**src/rtl/scrod_trig_responder_if.sv**
```systemverilog
// Trigger-link interface of the SCROD trigger responder.
// Groups the crate trigger line, the local readout handshake, the counter clear
// and the status outputs exported to the SCROD register file.
//   slave  : seen by the responder (inputs TRG/ENABLE/READOUT_DONE/CLEAR, drives the rest)
//   master : seen by the crate/readout side or a bench driving the responder
interface scrod_trig_responder_if;
  logic        TRG;           // async trigger line from crate
  logic        ENABLE;        // 1 = accept triggers
  logic        READOUT_DONE;  // 1-cycle pulse: event read out
  logic        CLEAR;         // sync clear of counters and TIMEOUT_FLAG
  logic        ACK;           // ACK_WIDTH-cycle acknowledge to crate
  logic        TRG_LOCAL;     // 1-cycle trigger to local readout
  logic        BUSY;          // high outside IDLE
  logic [31:0] TRG_COUNT;     // accepted triggers, wrapping
  logic [15:0] MISSED_COUNT;  // edges seen while busy, saturating
  logic        TIMEOUT_FLAG;  // sticky readout timeout

  modport slave (
    input  TRG, ENABLE, READOUT_DONE, CLEAR,
    output ACK, TRG_LOCAL, BUSY, TRG_COUNT, MISSED_COUNT, TIMEOUT_FLAG
  );

  modport master (
    output TRG, ENABLE, READOUT_DONE, CLEAR,
    input  ACK, TRG_LOCAL, BUSY, TRG_COUNT, MISSED_COUNT, TIMEOUT_FLAG
  );
endinterface

```
**src/rtl/scrod_trig_responder.sv**
```systemverilog
// Far-end (SCROD side) trigger responder of the crate trigger link.
// Synchronizes TRG, issues a 1-cycle TRG_LOCAL to readout, waits for READOUT_DONE
// (or a timeout), returns an ACK pulse, then holds off before re-arming.
// Ports:
//   CLK_42MHZ : trigger-domain clock
//   RESET     : asynchronous active-high reset
//   bus       : scrod_trig_responder_if.slave (TRG, ENABLE, READOUT_DONE, CLEAR in;
//               ACK, TRG_LOCAL, BUSY, TRG_COUNT, MISSED_COUNT, TIMEOUT_FLAG out)
// Build option: define TRG_FILTER_EN to require FILT_LEN consecutive synchronized-high
// cycles before a trigger edge is accepted (glitch filter).
module scrod_trig_responder #(
  parameter int unsigned ACK_WIDTH   = 4,
  parameter int unsigned HOLDOFF_CYC = 8,
  parameter int unsigned TIMEOUT_CYC = 1024,
  parameter int unsigned FILT_LEN    = 3
) (
  input logic                   CLK_42MHZ,
  input logic                   RESET,
  scrod_trig_responder_if.slave bus
);

  // Elaboration-time parameter sanity checks.
  if (ACK_WIDTH < 1) begin : g_chk_ack
    $error("ACK_WIDTH must be >= 1");
  end
  if (HOLDOFF_CYC < 1) begin : g_chk_holdoff
    $error("HOLDOFF_CYC must be >= 1");
  end
  if (TIMEOUT_CYC < 2) begin : g_chk_timeout
    $error("TIMEOUT_CYC must be >= 2");
  end
  if (FILT_LEN < 1) begin : g_chk_filt
    $error("FILT_LEN must be >= 1");
  end

  // One shared phase counter covers the longest of the three timed states.
  localparam int unsigned MaxAh  = (ACK_WIDTH > HOLDOFF_CYC) ? ACK_WIDTH : HOLDOFF_CYC;
  localparam int unsigned MaxCyc = (MaxAh > TIMEOUT_CYC) ? MaxAh : TIMEOUT_CYC;
  localparam int unsigned CntW   = $clog2(MaxCyc);

  typedef enum logic [1:0] {StIdle, StWaitDone, StAcking, StHoldoff} state_e;

  state_e            state_q, state_d;
  logic [CntW-1:0]   cnt_q, cnt_d;
  logic              trg_s1_q, trg_s2_q;
  logic              trg_edge;
  logic              done_q;
  logic              trg_local_q, trg_local_d;
  logic              ack_q, ack_d;
  logic              timeout_q;
  logic [31:0]       trg_count_q;
  logic [15:0]       missed_q;
  logic              accept, timeout_set, missed_inc;

  // 2-flop synchronizer for the asynchronous trigger line.
  always_ff @(posedge CLK_42MHZ or posedge RESET) begin
    if (RESET) begin
      trg_s1_q <= 1'b0;
      trg_s2_q <= 1'b0;
    end else begin
      trg_s1_q <= bus.TRG;
      trg_s2_q <= trg_s1_q;
    end
  end

`ifdef TRG_FILTER_EN
  localparam int unsigned HiW = $clog2(FILT_LEN + 1);
  logic [HiW-1:0] hi_cnt_q;

  // Counts consecutive synchronized-high cycles, saturating so a held line fires once.
  always_ff @(posedge CLK_42MHZ or posedge RESET) begin
    if (RESET) begin
      hi_cnt_q <= '0;
    end else if (!trg_s2_q) begin
      hi_cnt_q <= '0;
    end else if (hi_cnt_q != HiW'(FILT_LEN)) begin
      hi_cnt_q <= hi_cnt_q + 1'b1;
    end
  end

  assign trg_edge = trg_s2_q && (hi_cnt_q == HiW'(FILT_LEN - 1));
`else
  logic trg_s3_q;

  always_ff @(posedge CLK_42MHZ or posedge RESET) begin
    if (RESET) begin
      trg_s3_q <= 1'b0;
    end else begin
      trg_s3_q <= trg_s2_q;
    end
  end

  assign trg_edge = trg_s2_q && !trg_s3_q;
`endif

  // READOUT_DONE is retimed once; a pulse is kept only if it arrives in WAIT_DONE after
  // the TRG_LOCAL cycle, so a pulse coincident with (or before) TRG_LOCAL is dropped.
  always_ff @(posedge CLK_42MHZ or posedge RESET) begin
    if (RESET) begin
      done_q <= 1'b0;
    end else begin
      done_q <= bus.READOUT_DONE && (state_q == StWaitDone) && !trg_local_q;
    end
  end

  always_comb begin
    state_d     = state_q;
    cnt_d       = cnt_q;
    trg_local_d = 1'b0;
    ack_d       = 1'b0;
    accept      = 1'b0;
    timeout_set = 1'b0;
    unique case (state_q)
      StIdle: begin
        if (trg_edge && bus.ENABLE) begin
          accept      = 1'b1;
          trg_local_d = 1'b1;
          cnt_d       = '0;
          state_d     = StWaitDone;
        end
      end
      StWaitDone: begin
        if (done_q) begin
          ack_d   = 1'b1;
          cnt_d   = '0;
          state_d = StAcking;
        end else if (cnt_q == CntW'(TIMEOUT_CYC - 1)) begin
          timeout_set = 1'b1;
          cnt_d       = '0;
          state_d     = StHoldoff;
        end else begin
          cnt_d = cnt_q + 1'b1;
        end
      end
      StAcking: begin
        if (cnt_q == CntW'(ACK_WIDTH - 1)) begin
          cnt_d   = '0;
          state_d = StHoldoff;
        end else begin
          ack_d = 1'b1;
          cnt_d = cnt_q + 1'b1;
        end
      end
      StHoldoff: begin
        if (cnt_q == CntW'(HOLDOFF_CYC - 1)) begin
          cnt_d   = '0;
          state_d = StIdle;
        end else begin
          cnt_d = cnt_q + 1'b1;
        end
      end
      default: state_d = StIdle;
    endcase
  end

  assign missed_inc = trg_edge && bus.ENABLE && (state_q != StIdle);

  always_ff @(posedge CLK_42MHZ or posedge RESET) begin
    if (RESET) begin
      state_q     <= StIdle;
      cnt_q       <= '0;
      trg_local_q <= 1'b0;
      ack_q       <= 1'b0;
    end else begin
      state_q     <= state_d;
      cnt_q       <= cnt_d;
      trg_local_q <= trg_local_d;
      ack_q       <= ack_d;
    end
  end

  // Status registers; CLEAR wins over a same-cycle increment or timeout.
  always_ff @(posedge CLK_42MHZ or posedge RESET) begin
    if (RESET) begin
      trg_count_q <= '0;
      missed_q    <= '0;
      timeout_q   <= 1'b0;
    end else if (bus.CLEAR) begin
      trg_count_q <= '0;
      missed_q    <= '0;
      timeout_q   <= 1'b0;
    end else begin
      if (accept) trg_count_q <= trg_count_q + 32'd1;
      if (missed_inc && (missed_q != 16'hFFFF)) missed_q <= missed_q + 16'd1;
      if (timeout_set) timeout_q <= 1'b1;
    end
  end

  assign bus.ACK          = ack_q;
  assign bus.TRG_LOCAL    = trg_local_q;
  assign bus.BUSY         = (state_q != StIdle);
  assign bus.TRG_COUNT    = trg_count_q;
  assign bus.MISSED_COUNT = missed_q;
  assign bus.TIMEOUT_FLAG = timeout_q;

endmodule

```
**src/flat_wrapper.sv**
```systemverilog
// flat-port wrapper written by rule: the top's interface ports become plain ports
module scrod_trig_responder_flat 
#(
  parameter int unsigned ACK_WIDTH   = 4,
  parameter int unsigned HOLDOFF_CYC = 8,
  parameter int unsigned TIMEOUT_CYC = 1024,
  parameter int unsigned FILT_LEN    = 3
)
  (CLK_42MHZ, RESET, bus_TRG, bus_ENABLE, bus_READOUT_DONE, bus_CLEAR, bus_ACK, bus_TRG_LOCAL, bus_BUSY, bus_TRG_COUNT, bus_MISSED_COUNT, bus_TIMEOUT_FLAG);
  scrod_trig_responder_if bus_i ();
  input logic CLK_42MHZ;
  input logic RESET;
  input wire logic [$bits(bus_i.TRG)-1:0] bus_TRG;
  input wire logic [$bits(bus_i.ENABLE)-1:0] bus_ENABLE;
  input wire logic [$bits(bus_i.READOUT_DONE)-1:0] bus_READOUT_DONE;
  input wire logic [$bits(bus_i.CLEAR)-1:0] bus_CLEAR;
  output wire logic [$bits(bus_i.ACK)-1:0] bus_ACK;
  output wire logic [$bits(bus_i.TRG_LOCAL)-1:0] bus_TRG_LOCAL;
  output wire logic [$bits(bus_i.BUSY)-1:0] bus_BUSY;
  output wire logic [$bits(bus_i.TRG_COUNT)-1:0] bus_TRG_COUNT;
  output wire logic [$bits(bus_i.MISSED_COUNT)-1:0] bus_MISSED_COUNT;
  output wire logic [$bits(bus_i.TIMEOUT_FLAG)-1:0] bus_TIMEOUT_FLAG;
  assign bus_i.TRG = bus_TRG;
  assign bus_i.ENABLE = bus_ENABLE;
  assign bus_i.READOUT_DONE = bus_READOUT_DONE;
  assign bus_i.CLEAR = bus_CLEAR;
  assign bus_ACK = bus_i.ACK;
  assign bus_TRG_LOCAL = bus_i.TRG_LOCAL;
  assign bus_BUSY = bus_i.BUSY;
  assign bus_TRG_COUNT = bus_i.TRG_COUNT;
  assign bus_MISSED_COUNT = bus_i.MISSED_COUNT;
  assign bus_TIMEOUT_FLAG = bus_i.TIMEOUT_FLAG;
  scrod_trig_responder #(.ACK_WIDTH(ACK_WIDTH), .HOLDOFF_CYC(HOLDOFF_CYC), .TIMEOUT_CYC(TIMEOUT_CYC), .FILT_LEN(FILT_LEN)) u_core (.CLK_42MHZ(CLK_42MHZ), .RESET(RESET), .bus(bus_i));
endmodule
```
**config.mk**
```make
export PLATFORM = sky130hd
export DESIGN_NAME = scrod_trig_responder_flat
export DESIGN_NICKNAME = d
export VERILOG_FILES = /design/src/rtl/scrod_trig_responder_if.sv /design/src/rtl/scrod_trig_responder.sv /design/src/flat_wrapper.sv
export SDC_FILE = /design/constraint.sdc
export NUM_CORES = 1
export LEC_CHECK = 0
export CAP_MARGIN = 30
export CORE_ASPECT_RATIO = 0.9
export CORE_UTILIZATION = 45
export DETAILED_ROUTE_END_ITERATION = 10
export GPL_TIMING_DRIVEN = 0
export PLACE_DENSITY = 0.72
export SYNTH_ARGS = -nofsm -noshare
export SYNTH_HDL_FRONTEND = slang
export SYNTH_SLANG_ARGS = --single-unit
```
**constraint.sdc**
```tcl
create_clock -name CLK_42MHZ -period 2.3 [get_ports CLK_42MHZ]
set_clock_uncertainty 0.15 [all_clocks]
set_input_delay 0.23 -clock CLK_42MHZ [delete_from_list [all_inputs] [get_ports CLK_42MHZ]]
set_output_delay 0.23 -clock CLK_42MHZ [all_outputs]
set_load 0.02 [all_outputs]
```
Word level (Yosys, flattened, before mapping)
Index checks and enable logic that the tools add are counted.

Add/sub/neg operators: 3. Equal/unequal tests: 11. Muxes and demuxes: 26. Reductions and logical operators: 14.

Operator list (number): 32-bit two-way mux (2); 10-bit two-way mux (5); 10-bit case mux with 4 select lines (1); 32-bit by 1-bit adder with 32-bit output (second input constant) (1); 16-bit two-way mux (2); 16-bit by 1-bit adder with 16-bit output (second input constant) (1); 16-bit != test (second input constant) (1); 10-bit by 1-bit adder with 10-bit output (second input constant) (1); 10-bit == test (second input constant) (1); 10-bit by 2-bit == test with 1-bit output (second input constant) (1); 10-bit by 3-bit == test with 1-bit output (second input constant) (1); 2-bit two-way mux (5); 1-bit two-way mux (9); 2-bit case mux with 4 select lines (1); 2-bit nonzero test (4); 1-bit logical AND (6); 2-bit by 1-bit != test with 1-bit output (second input constant) (3); 2-bit == test (second input constant) (2); 4-bit AND reduction (1); 3-bit by 2-bit != test with 1-bit output (second input constant) (1); 2-bit by 1-bit == test with 1-bit output (second input constant) (1); 1-bit logical NOT (2); 2-bit logical NOT (1); 1-bit case mux with 2 select lines (1).

Register bits: 67. Input port bits: 6. Output and inout port bits: 52. Word-level logic and storage cells: 65.

Longest topological paths before layout
Gate-level depths: netlist of the first run.

Depth after elaboration: 7. Gate-level depth with buffers: 9. Gate-level depth less buffers: 8.

Least setup slack after synthesis of the first run
No wires, ideal clock.

Path kind: register to register. From: register u_core.state_q[0]. To: register u_core.cnt_q[5]. Library setup time: 0.104 ns. Arrival time: 1.838 ns. Required time: 2.046 ns. Slack: 0.208 ns. Cell stages (with the launch flop): 8. Path buffers: 0. Clock period less this slack: 2.092 ns. Cells stage by stage: dfrtp_1 > inv_1 > ha_1 > nor2_1 > or2_2 > o22a_4 > or2_2 > o311ai_1.

Cells in the longest elaborated chain, start to end: 2. Elaborated cells on any way between the ends: 6. Those cells by class: 4 x eq/ne; 1 x mux; 1 x reduce/logical.

Ends and longest elaborated chain: start: declaration (line scrod_trig_responder.sv:43) `state_e state_q, state_d;`; start signal: assignment (line scrod_trig_responder.sv:160) `state_q <= StIdle;`; start signal: assignment (line scrod_trig_responder.sv:165) `state_q <= state_d;`; 2-bit == test, or another cell as far along (line scrod_trig_responder.sv:113) `unique case (state_q)`; 10-bit case mux with 4 select lines / 2-bit by 1-bit != test with 1-bit output (equally long branches); end signal: assignment (line scrod_trig_responder.sv:166) `cnt_q <= cnt_d;`; end: declaration (line scrod_trig_responder.sv:44) `logic [CntW-1:0] cnt_q, cnt_d;`.

Several ways; a longest one is shown, not always the timed one. A chain may end at the register's enable or synchronous reset.

Worst setup path after layout of the first run
Ends and elaborated chain as after synthesis.

==> results of run 1 <==
## Yosys cell counts (all sizes together)
master / n
a211oi: 2
a21boi: 1
a21oi: 7
a221oi: 1
a22o: 6
and2: 8
and2b: 1
and3: 15
and4: 8
and4bb: 1
buf: 3
clkbuf: 7
clkinv: 1
dfrtp: 67
ha: 8
inv: 6
mux2: 2
mux2i: 1
nand2: 27
nand2b: 1
nand3: 21
nand3b: 3
nand4: 20
nand4b: 1
nor2: 55
nor2b: 3
nor3: 11
nor3b: 1
nor4: 7
o2111ai: 1
o21ai: 13
o22a: 1
o311ai: 2
o31ai: 2
or2: 3
or3: 4
or4: 1
or4b: 1
xnor2: 13
xor2: 28
## worst max-delay path: stages, from the launching register on
cell and delay, ns:
sky130_fd_sc_hd__dfrtp_1 0.41, sky130_fd_sc_hd__inv_2 0.09, sky130_fd_sc_hd__ha_1 0.28, sky130_fd_sc_hd__or2_2 0.32, sky130_fd_sc_hd__o22a_4 0.28, sky130_fd_sc_hd__or2_2 0.32, sky130_fd_sc_hd__o311ai_1 0.26
## flip-flops by register name, indices dropped and copies added, names as in the netlist
register / cells
u_core.cnt_q: 10
u_core.done_q: 1
u_core.trg_s1_q: 1
u_core.bus.MISSED_COUNT: 16
u_core.bus.TIMEOUT_FLAG: 1
u_core.trg_s2_q: 1
u_core.state_q: 2
u_core.bus.ACK: 1
u_core.bus.TRG_LOCAL: 1
u_core.trg_s3_q: 1
u_core.bus.TRG_COUNT: 32
## cell type report
class | count | area (µm²)
buffer | 10 | 48.80
clock buffer | 13 | 158.9
clock inverter | 2 | 35.03
fill | 655 | 3090
inverter | 7 | 32.53
multi-input combinational | 280 | 1829
sequential | 67 | 1677
tap | 96 | 120.1
timing repair buffer | 60 | 590.6
## power by group
part           switching (W)  total (W)  internal [W]
registers          0.0000474    0.00128       0.00123
logic               0.000479   0.000867      0.000387
clock network       0.000428   0.000982      0.000554
## layout by cell type, fill, tap and decap left out, drive strengths merged, types with 4 or more instances in the layout
cell | netlist | layout
inv | 6 | 6
and4 | 8 | 8
ha | 8 | 8
buf | 3 | 7
nor3 | 11 | 11
nand2 | 27 | 27
clkdlybuf4s50 | 0 | 56
clkbuf | 7 | 20
nor2 | 55 | 55
xor2 | 28 | 28
nor4 | 7 | 7
a22o | 6 | 6
dfrtp | 67 | 67
xnor2 | 13 | 13
nand3 | 21 | 21
or3 | 4 | 4
a21oi | 7 | 7
and2 | 8 | 8
nand4 | 20 | 20
and3 | 15 | 15
o21ai | 13 | 13
## through the flow
step           instances  instance area [µm²]  total power, W
2_1_floorplan        364                 3547        0.001919
3_3_place_gp         516                 4228        0.002089
3_5_place_dp         516                 4230        0.002114
4_1_cts              532                 4438        0.003097
5_1_grt              535                 4492        0.003304
6_report             535                 4492        0.003130
## routing by layer
layer  GRT usage [%]  vias to the layer above  routed length, µm
met5               0                        -                  0
met4           6.106                        0                 65
met3           5.175                        5                324
met2           32.01                       56               3709
met1           28.18                     1445               3703
li1                -                     1438                  -
## worst paths after layout
path,end,depth (start not counted),from
worst max-delay path,u_core.cnt_q[5],6,u_core.state_q[0]
worst min-delay path,u_core.bus.TRG_COUNT[17],2,bus_CLEAR
worst max register to register,u_core.cnt_q[5],6,u_core.state_q[0]
worst min register to register,u_core.trg_s2_q,0,u_core.trg_s1_q
max in group asynchronous,u_core.bus.TRG_COUNT[4],2,RESET
min in group asynchronous,u_core.trg_s1_q,2,RESET
## cells by family (layout without fill, tap and decap cells)
kind of cell             count (synthesis)  count (layout)  synth area share, %
AO/OA/AOI/OAI                           36              36                7.337
XOR/XNOR                                41              41                10.12
adder cells (fa/ha/maj)                  8               8                2.822
buffers and inverters                   17              92                1.975
flip-flops                              67              67                47.27
multiplexers                             3               3                1.023
AND/OR/NAND/NOR                        192             192                29.45
## what timing repair did
action,in CTS,in global routing
hold endpoints to repair,0,0
pin swaps,1,2
resized for setup,1,11
endpoints found under the setup margin,21,33
setup buffers,1,3
hold buffers,0,0
==> results, run 1 <==
- The core region is about 7600 µm².
- For the worst setup path, the data required time is about 2.4 ns.
- For this block, the initial DRC count from the detailed router was 162.
- Wires add up to 7803 µm.
- The cell count after synthesis is 364.
- The number of port buffers is between 50 and 60.
- The largest net degree at the start of global routing is 68.
- The TritonCTS buffer count is 9.
- The reg-to-reg setup timing slack is approximately 0.088 ns.
- The routed via count divided by cell count is ~5.5.
- The element type at the critical path end is a flip-flop.
- Setup repair after global routing could not meet its margin everywhere.
- A synthesized cell averages 9.745 µm².
- The proportion of netlist area held by the largest area contributor is 47.27%.
- Based on the critical path, the design can be clocked at up to between 400 and 500 MHz.
- Cells with a size suffix above 1 make up a little over a tenth of the layout.
- The residual overflow from global routing is 0.
- The number of nets in the synthesized netlist is around 380.
- The count of nets left with antenna violations once routing finished came out at 0.
- The leakage power figure is 1.894 nW.
- The worst setup timing slack at the placement stage is -0.1976 ns.
- After clock tree synthesis, the clock-pin slew on the worst setup and hold paths is around 0.07 ns.
- The run finished with clean final reports.
- The floorplan has 30 rows.
- Setup violations remaining at the end of the flow were counted as 0.
- The count of final max-slew check failures is 0.
- The number of global-route vias before repair came to about 2.8k.
- Pin placement for this block handled 58 I/O pins.
- Across the VDD grid, the largest voltage drop is ~0.35 mV.
- The effective utilization at floorplan is 46.78%.
- Yosys printed 0 warnings.
- The endpoint arrival time on the critical path is 2.30 ns.
- The final hold violation count is 0.
- The source-to-sink clock delay at the later pin of the worst-skew pair is 0.34 ns.
- The number of maximum-capacitance constraint violations is 0.
- After detailed routing, the average wire length per cell comes to 14.59 µm.
- Along the worst path, the maximum fanout reaches 10.
- The maximum number of buffers from clock root to sink is 2.
- The clock root buffer is sky130_fd_sc_hd__clkbuf_8.
- Of all cell types, the one taking the most synthesized area is sky130_fd_sc_hd__dfrtp_1.
- The critical setup path kind is flip-flop to flip-flop.
- Measured along the y axis, the die boundary spans 86.23 µm.
- The initial antenna violation count was 0.
- The placed wire-length estimate is 5457 µm.
- The measured slew at the worst slew-check pin is 0.8382 ns.
- The register bit count reported by yosys is 67.
- The share of the clock period used by the worst path is 96.18%.
- Counting every sink on the clock net gives 67.
- The aggregate global-route resource usage is between 20 and 25%.
- The type of element launching the critical path is a flip-flop.
- The routed layout has 2944 vias.
- Sequential cells were found to cover between 40% and 50% of the synthesized design area.
- The tightest min-delay check is of the primary input to flip-flop type.
- The CTS tree is done.
- The area of the mapped netlist is 3547 µm².
- The post-synthesis to final-layout area growth is 26.63%.
- The total negative slack for setup checks is 0 ns.
- By area the synthesized netlist is led by sky130_fd_sc_hd__dfrtp_1 47%, sky130_fd_sc_hd__xor2_1 6.9%, sky130_fd_sc_hd__nor2_1 5.7%.
- The global placement routability congestion is between 0.8 and 0.9.
- For this run, the post-layout net count is 449.
- The number of different library cells used by synthesis comes to 49.
- 0 antenna diodes ended up in the layout.
- In this run the number of H-tree levels came out at 3.
- The power density normalized to cell area is 696.7 nW/µm².
- Across all setup checks in the final design, the least slack found is 0.08792 ns.
- The floorplan step set the die width to 95.59 µm.
- The remaining routing DRC violations is 0.
- Headroom to the max-slew limit came out at 44.12%.
- The die covers 8242 µm².
- The first global-routing pass estimated about 13000 µm of wire.
- The final critical-path required period is 2.212 ns.
- Cells fill 59.24% of the core in the end.
- The iteration count of the initial detailed-routing pass is 4.
- The worst slack on hold paths is 0.1378 ns.
No activity file was read; power rests on OpenSTA's default activity.
==> inputs of run 2 (changes only) <==
--- a/config.mk
+++ b/config.mk
@@ -10,7 +10,7 @@
 export CORE_UTILIZATION = 45
 export DETAILED_ROUTE_END_ITERATION = 10
 export GPL_TIMING_DRIVEN = 0
-export PLACE_DENSITY = 0.72
+export PLACE_DENSITY = 0.69
 export SYNTH_ARGS = -nofsm -noshare
 export SYNTH_HDL_FRONTEND = slang
 export SYNTH_SLANG_ARGS = --single-unit
==> constraint.sdc (replaced) <==
create_clock -name CLK_42MHZ -period 2.82 [get_ports CLK_42MHZ]
set_clock_uncertainty 0.15 [all_clocks]
set_input_delay 0.282 -clock CLK_42MHZ [delete_from_list [all_inputs] [get_ports CLK_42MHZ]]
set_output_delay 0.282 -clock CLK_42MHZ [all_outputs]
set_load 0.02 [all_outputs]
==> results, run 2 (synthesis gave the netlist of run 1 again) <==
- The flow ran to the end, and the final reports show no timing, DRC or antenna violations.
- The fraction of layout instances using a drive strength above 1 is 8.028%.
- After legalization and detailed placement, the total HPWL measured 5448 µm.
- The top cell types in the final layout, fill and taps aside, are 67 x sky130_fd_sc_hd__dfrtp_1, 56 x sky130_fd_sc_hd__clkdlybuf4s50_1, 54 x sky130_fd_sc_hd__nor2_1, 28 x sky130_fd_sc_hd__xor2_1, 27 x sky130_fd_sc_hd__nand2_1.
- The area of the core is 7582 µm².
- Across the VDD grid, the largest voltage drop is roughly 0.29 mV.
- The required time of the critical path is 2.88 ns.
- The congestion estimate from routability-driven global placement came to approximately 0.82.
- The maximum fanout encountered on the critical timing path is 10.
- OpenSTA, run right after detailed placement, puts the worst setup slack at ~0.31 ns.
- The measured slew at the worst slew-check pin is 0.8136 ns.
- The aggregate global-route resource usage is about 20%.
- The count of non-filler cells in the finished layout is 532.
- On the final layout, the worst hold slack is just under 0.2 ns.
- The critical setup path kind is flip-flop to flip-flop.
- In this run, placement finished with an instance count of around 520.
- The count of final max-slew check failures came to 0.
- The TritonCTS sink count is 67.
- The most frequent standard cell in the layout excluding fill and tap cells is sky130_fd_sc_hd__dfrtp_1.
- The share of the clock period used by the worst path is 89.61%.
- For the worst setup path, the data arrival time is 2.59 ns.
- The number of ports placed on the die boundary is 58.
- The die height is approximately 86 µm.
- The largest net degree at the start of global routing is 68.
- The filler cells instantiated in the layout total between 600 and 700.
- Setup repair after global routing left no endpoint under its margin.
- Sequential cells burn between 40% and 50% of the power.
- The remaining max-slew budget at the tightest pin is 45.76%.
- The number of DRC markers in iteration 0 is 104.
- The switching power share of the total is 30.40%.
- The number of antenna diodes in the final layout is 0.
- The final core area utilization is between 50 and 60%.
- Once detail routing completed, the nets flagged for antenna violations numbered 0.
- The routed via count divided by cell count is between 5 and 6.
- The count of buffers added on input and output ports is 56.
- The residual overflow from global routing is 0.
- The root buffer cell chosen for the clock tree is sky130_fd_sc_hd__clkbuf_8.
- Detailed routing inserted a total of 2910 vias.
- The proportion of power drawn by combinational gates is 26.6%.
- The floorplan step set the die width to between 90 and 100 µm.
- The top achievable clock speed is 395.7 MHz.
- The number of gates resized after CTS was 0.
- The remaining routing DRC violations is 0.
- The area of the die is 8242 µm².
- The number of maximum-capacitance constraint violations is 0.
- TritonCTS built the clock tree.
- For this design the static power due to leakage is between 1.5 and 2 nW.
- The switching power total is 0.0007540 W.
- The final layout net count is 445.
- For this design the ratio of total power to cell area is roughly 560 nW/µm².
- The register with the most flip-flops in the layout has 32 of them.
- The class of the tightest hold or removal check is primary input to flip-flop.
- The final worst setup slack is 0.2930 ns.
- The post-synthesis to final-layout area growth is 24.55%.
- The routed design could run at a clock period as short as 2.527 ns.
- No sink is reached through more buffers than the 2 on the longest clock path.
- The later pin in the worst-skew pair is clocked with a latency of 0.34 ns.
- For this configuration, the core starts out at a cell density of 46.78%.
- In this run, post-CTS hold repair placed 0 buffers.
- The sequential cell area is 1677 µm².
- The number of endpoints failing setup at the final stage is 0.
- Buffers inserted during clock tree synthesis total 9.
- The element type at the critical path end is a flip-flop.
- The number of global-route vias before repair is about 2.7k.
- Before antenna repair, the detailed router went through 4 iterations.
- The first global-routing pass estimated 13120 µm of wire.
- The clock tree synthesis step divided the H-tree into 3 levels.
- Post-CTS timing repair inserted 0 buffers for setup.
- The detailed-route wire length per cell is 14.55 µm.
- The final hold violation count was 0.
- The portion of total power attributed to the clock network is 31.3%.
- After clock tree synthesis, the clock-pin slew on the worst setup and hold paths is roughly 0.07 ns.
- The total negative slack for setup checks is 0 ns.
- STA classifies the critical path startpoint as a flip-flop.
- The internal portion of the total power is roughly 0.0017 W.
- The area of the multi-input gates is 1800 µm².
- The detailed-route wire length is 7739 µm.
- The initial antenna violation count came to 0.
- The number of rows created at floorplan is 30.
run 2: cell count changes in the layout (fill, tap and decap cells not counted), sizes merged:
cell      previous run  this run
clkinv               1         2
clkbuf              20        21
clkinvlp             1         0
buf                  7         3
run 2: critical path, cell delays in order, from the launching register on:
cell                       delay, ns
sky130_fd_sc_hd__dfrtp_1        0.41
sky130_fd_sc_hd__inv_1          0.15
sky130_fd_sc_hd__ha_1           0.26
sky130_fd_sc_hd__nand4b_1       0.27
sky130_fd_sc_hd__nor3_2         0.44
sky130_fd_sc_hd__buf_2          0.33
sky130_fd_sc_hd__nand4_1        0.15
sky130_fd_sc_hd__xnor2_1        0.17
sky130_fd_sc_hd__nor2_1         0.06
run 2: layout make-up:
cell class | instances | share of cell area [%]
Buffer | 10 | 0.9912
Clock buffer | 14 | 3.455
Clock inverter | 2 | 0.7930
Inverter | 7 | 0.6514
Multi-Input combinational cell | 280 | 40.75
Sequential cell | 67 | 37.95
Tap cell | 96 | 2.719
Timing Repair Buffer | 56 | 12.69
run 2: power groups by stage:
stage / registers, W / logic, W / clock network [W]
2_1_floorplan: 0.00106 / 0.000502 / 0
3_3_place_gp: 0.00106 / 0.000649 / 0
3_5_place_dp: 0.00106 / 0.000663 / 0
4_1_cts: 0.00104 / 0.000668 / 0.000799
5_1_grt: 0.00105 / 0.000747 / 0.000840
6_report: 0.00104 / 0.000660 / 0.000776
run 2: final timing paths:
check | startpoint | endpoint | slack [ns] | cells past startpoint
max in group asynchronous | RESET | u_core.bus.TRG_COUNT[0] | 1.68 | 2
min in group asynchronous | RESET | u_core.bus.MISSED_COUNT[0] | 0.31 | 2
setup / recovery | u_core.state_q[0] | u_core.bus.TRG_COUNT[27] | 0.29 | 8
hold / removal | bus_CLEAR | u_core.bus.TRG_COUNT[19] | 0.19 | 2
hold reg to reg | u_core.trg_s1_q | u_core.trg_s2_q | 0.20 | 0
setup reg to reg | u_core.state_q[0] | u_core.bus.TRG_COUNT[27] | 0.29 | 8
run 2: through the flow:
step           area (µm²)  power (W)
4_1_cts              4418   0.002510
3_3_place_gp         4228   0.001709
5_1_grt              4418   0.002640
2_1_floorplan        3547   0.001565
3_5_place_dp         4230   0.001724
6_report             4418   0.002480
run 2: layer usage:
layer	GRT usage (%)	wire length, µm	up-vias
li1	-	-	1425
met1	28.90	3825	1406
met2	31.17	3452	68
met3	4.386	329	11
met4	8.005	131	0
met5	0	0	-
==> inputs of run 3 (changes only) <==
--- a/config.mk
+++ b/config.mk
@@ -8,6 +8,7 @@
 export CAP_MARGIN = 30
 export CORE_ASPECT_RATIO = 0.9
 export CORE_UTILIZATION = 45
+export CTS_BUF_LIST = sky130_fd_sc_hd__clkbuf_4 sky130_fd_sc_hd__clkbuf_8
 export DETAILED_ROUTE_END_ITERATION = 10
 export GPL_TIMING_DRIVEN = 0
 export PLACE_DENSITY = 0.69
==> results, run 3 (synthesis gave the netlist of run 1 again) <==
- The initial antenna violation count is 0.
- Once layout is done, the placed cells without fillers occupy between 4000 and 5000 µm².
- Leaving out fill and tap cells, the most frequent cells in the layout are 67 x sky130_fd_sc_hd__dfrtp_1, 56 x sky130_fd_sc_hd__clkdlybuf4s50_1, 54 x sky130_fd_sc_hd__nor2_1, 28 x sky130_fd_sc_hd__xor2_1, 27 x sky130_fd_sc_hd__nand2_1.
- The signal on the critical path passes through inv_1 > ha_1 > nand4b_1 > nor3_2 > buf_2 > nand4_1 > xnor2_1 > nor2_1.
- In this run the most critical hold path is launched from bus_CLEAR.
- The final hold violation count came to 0.
- The power consumption is 0.002522 W.
- The number of nets still failing antenna checks after routing is 0.
- The clock period could shrink to 2.518 ns.
- The detailed router finished its first iteration with roughly 150 violations.
- In the global route stage, overall resource usage came out at 20.63%.
- The number of buffers inserted by post-CTS setup repair is 0.
- Entering global routing, the biggest net connects 68 pins.
- In this run the tightest slew margin relative to its limit is 45.26%.
- The remaining routing DRC violations is 0.
- The detailed router placed around 3k vias in this run.
- The number of endpoints failing setup at the final stage is 0.
- The number of ports placed on the die boundary is 58.
- In the finished design, the share of the clock period the worst path needs comes to 89.29%.
- The endpoint arrival time on the critical path is 2.58 ns.
- The fraction of layout instances using a drive strength above 1 is 8.945%.
- The master of the slowest instance on the critical path is sky130_fd_sc_hd__dfrtp_1.
- The register with the most flip-flops in the layout has 32 of them.
- The CTS tree is done.
- The reg-to-reg endpoint is u_core.bus.TRG_COUNT[27].
- The die is 86.23 µm tall.
- The placed wire-length estimate is approximately 5400 µm.
- The most frequent standard cell in the layout excluding fill and tap cells is sky130_fd_sc_hd__dfrtp_1.
- The post-detailed-placement cell area is 4230 µm².
- The capture endpoint of the worst hold path is u_core.bus.TRG_COUNT[8].
- The routed via count divided by cell count is around 5.5.
- IR analysis of the VDD net gives a maximum drop of 0.2886 mV.
- The class of the tightest hold or removal check is primary input to flip-flop.
- Setup repair after global routing left no endpoint under its margin.
- The post-synthesis to final-layout area growth is 24.97%.
- The count of final max-slew check failures is 0.
- The horizontal die dimension is between 90 and 100 µm.
- The floorplan step defined a die boundary enclosing between 8000 and 9000 µm².
- The number of port buffers is 56.
- The number of maximum-capacitance constraint violations is 0.
- The first TritonRoute pass finished after 4 iterations.
- The TritonCTS sink count is between 60 and 70.
- The global placement routability congestion is 0.8195.
- Setup slack on the worst reg-to-reg path comes out at slightly above 0.3 ns.
- The first global-routing pass estimated about 13000 µm of wire.
- The clock-pin transition on the worst setup and hold timing paths is 0.07 ns.
- Of all nets on the critical path, the largest fanout is 10.
- The detailed-route wire length per cell is 14.54 µm.
- The required time of the critical path is 2.88 ns.
- The effective utilization at floorplan is 46.78%.
- The area of the core is 7582 µm².
- The source-to-sink clock delay at the later pin of the worst-skew pair is 0.34 ns.
- 0 antenna diodes ended up in the layout.
- The maximum number of buffers from clock root to sink is 2.
- The type of element launching the critical path is a flip-flop.
- The detailed-route wire length is 7733 µm.
- In the final design database the tool counted 445 nets.
- The residual overflow from global routing is 0.
- TritonCTS created 9 clock buffers.
- For this design the ratio of total power to cell area is 568.9 nW/µm².
- Hold repair after CTS inserted 0 buffers.
- The number of global-route vias before repair is 2696.
- For this run, the slowest stage of the critical path takes 0.41 ns.
- CTS built an H-tree with a depth of 3.
- For the worst flop-to-flop path, the logic depth is 8.
- The worst hold path was traced through 2 stages.
- The clock root buffer is sky130_fd_sc_hd__clkbuf_8.
- The post-cts repair resize count is 0.
- The flow ran to the end, and the final reports show no timing, DRC or antenna violations.
- The number of rows created at floorplan is 30.
- For this design the static power due to leakage is roughly 1.9 nW.
- At the pin with the least slew margin, the transition time is 0.8211 ns.
- The element type at the critical path end is a flip-flop.
- The startpoint identified for the worst register-to-register timing path is u_core.state_q[0].
- For this run, the top clock speed supported by timing is 397.2 MHz.
- Adding up every negative setup slack in the final design gives 0 ns.
- The critical path is of the flip-flop to flip-flop type.
## run 3: cell counts in the layout (fill, tap and decap cells not counted)
Identical to the previous run, type by type.
## run 3: worst max-delay path: cells and delay by family (launching register included)
family | cells | cell delay (ns)
xor+xnor | 1 | 0.18
fa+ha+maj | 1 | 0.26
buf+inv | 2 | 0.47
flops | 1 | 0.41
simple gates | 4 | 0.91
## run 3: layer usage
layer / wire [µm] / up-vias / global-route usage [%]
met2: 3479 / 68 / 31.04
met3: 340 / 10 / 4.386
li1: - / 1426 / -
met1: 3788 / 1428 / 29.09
met4: 126 / 0 / 8.005
met5: 0 / - / 0
## run 3: area by class of cell
cell class                 instances  area (µm²)
timing repair buffer              56       560.5
inverter                           7       28.78
buffer                            10       43.79
tap                               96       120.1
fill                             668        3149
sequential                        67        1677
clock buffer                      14       167.7
clock inverter                     2       35.03
multi-input combinational        280        1800
## run 3: worst max-delay path by stage
stage / startpoint / endpoint / depth (start not counted)
detailed placement: u_core.state_q[0] / u_core.bus.TRG_COUNT[27] / 8
finish: u_core.state_q[0] / u_core.bus.TRG_COUNT[27] / 8
floorplan: RESET / u_core.bus.ACK / 1
global placement: RESET / u_core.bus.TRG_COUNT[17] / 2
CTS: u_core.state_q[0] / u_core.bus.TRG_COUNT[27] / 8
global route: u_core.state_q[0] / u_core.bus.TRG_COUNT[31] / 7
## run 3: where the power goes
group / leakage [nW] / switching, W / internal [W]
combinational: 0.846 / 0.000373 / 0.000287
clock: 0.108 / 0.000346 / 0.000472
sequential: 0.922 / 0.0000380 / 0.00101
total: 1.88 / 0.000757 / 0.00176
## run 3: per-stage QoR
stage          instances  setup WS, ns  hold slack, ns  util, %
2_1_floorplan        364        0.7048          0.1634        -
3_3_place_gp         516       -0.4755          0.1841    55.76
3_5_place_dp         516        0.3118          0.1911    55.79
4_1_cts              532        0.2972          0.1872    58.47
5_1_grt              532        0.1024          0.2055    58.47
6_report             532        0.3021          0.1928    58.47
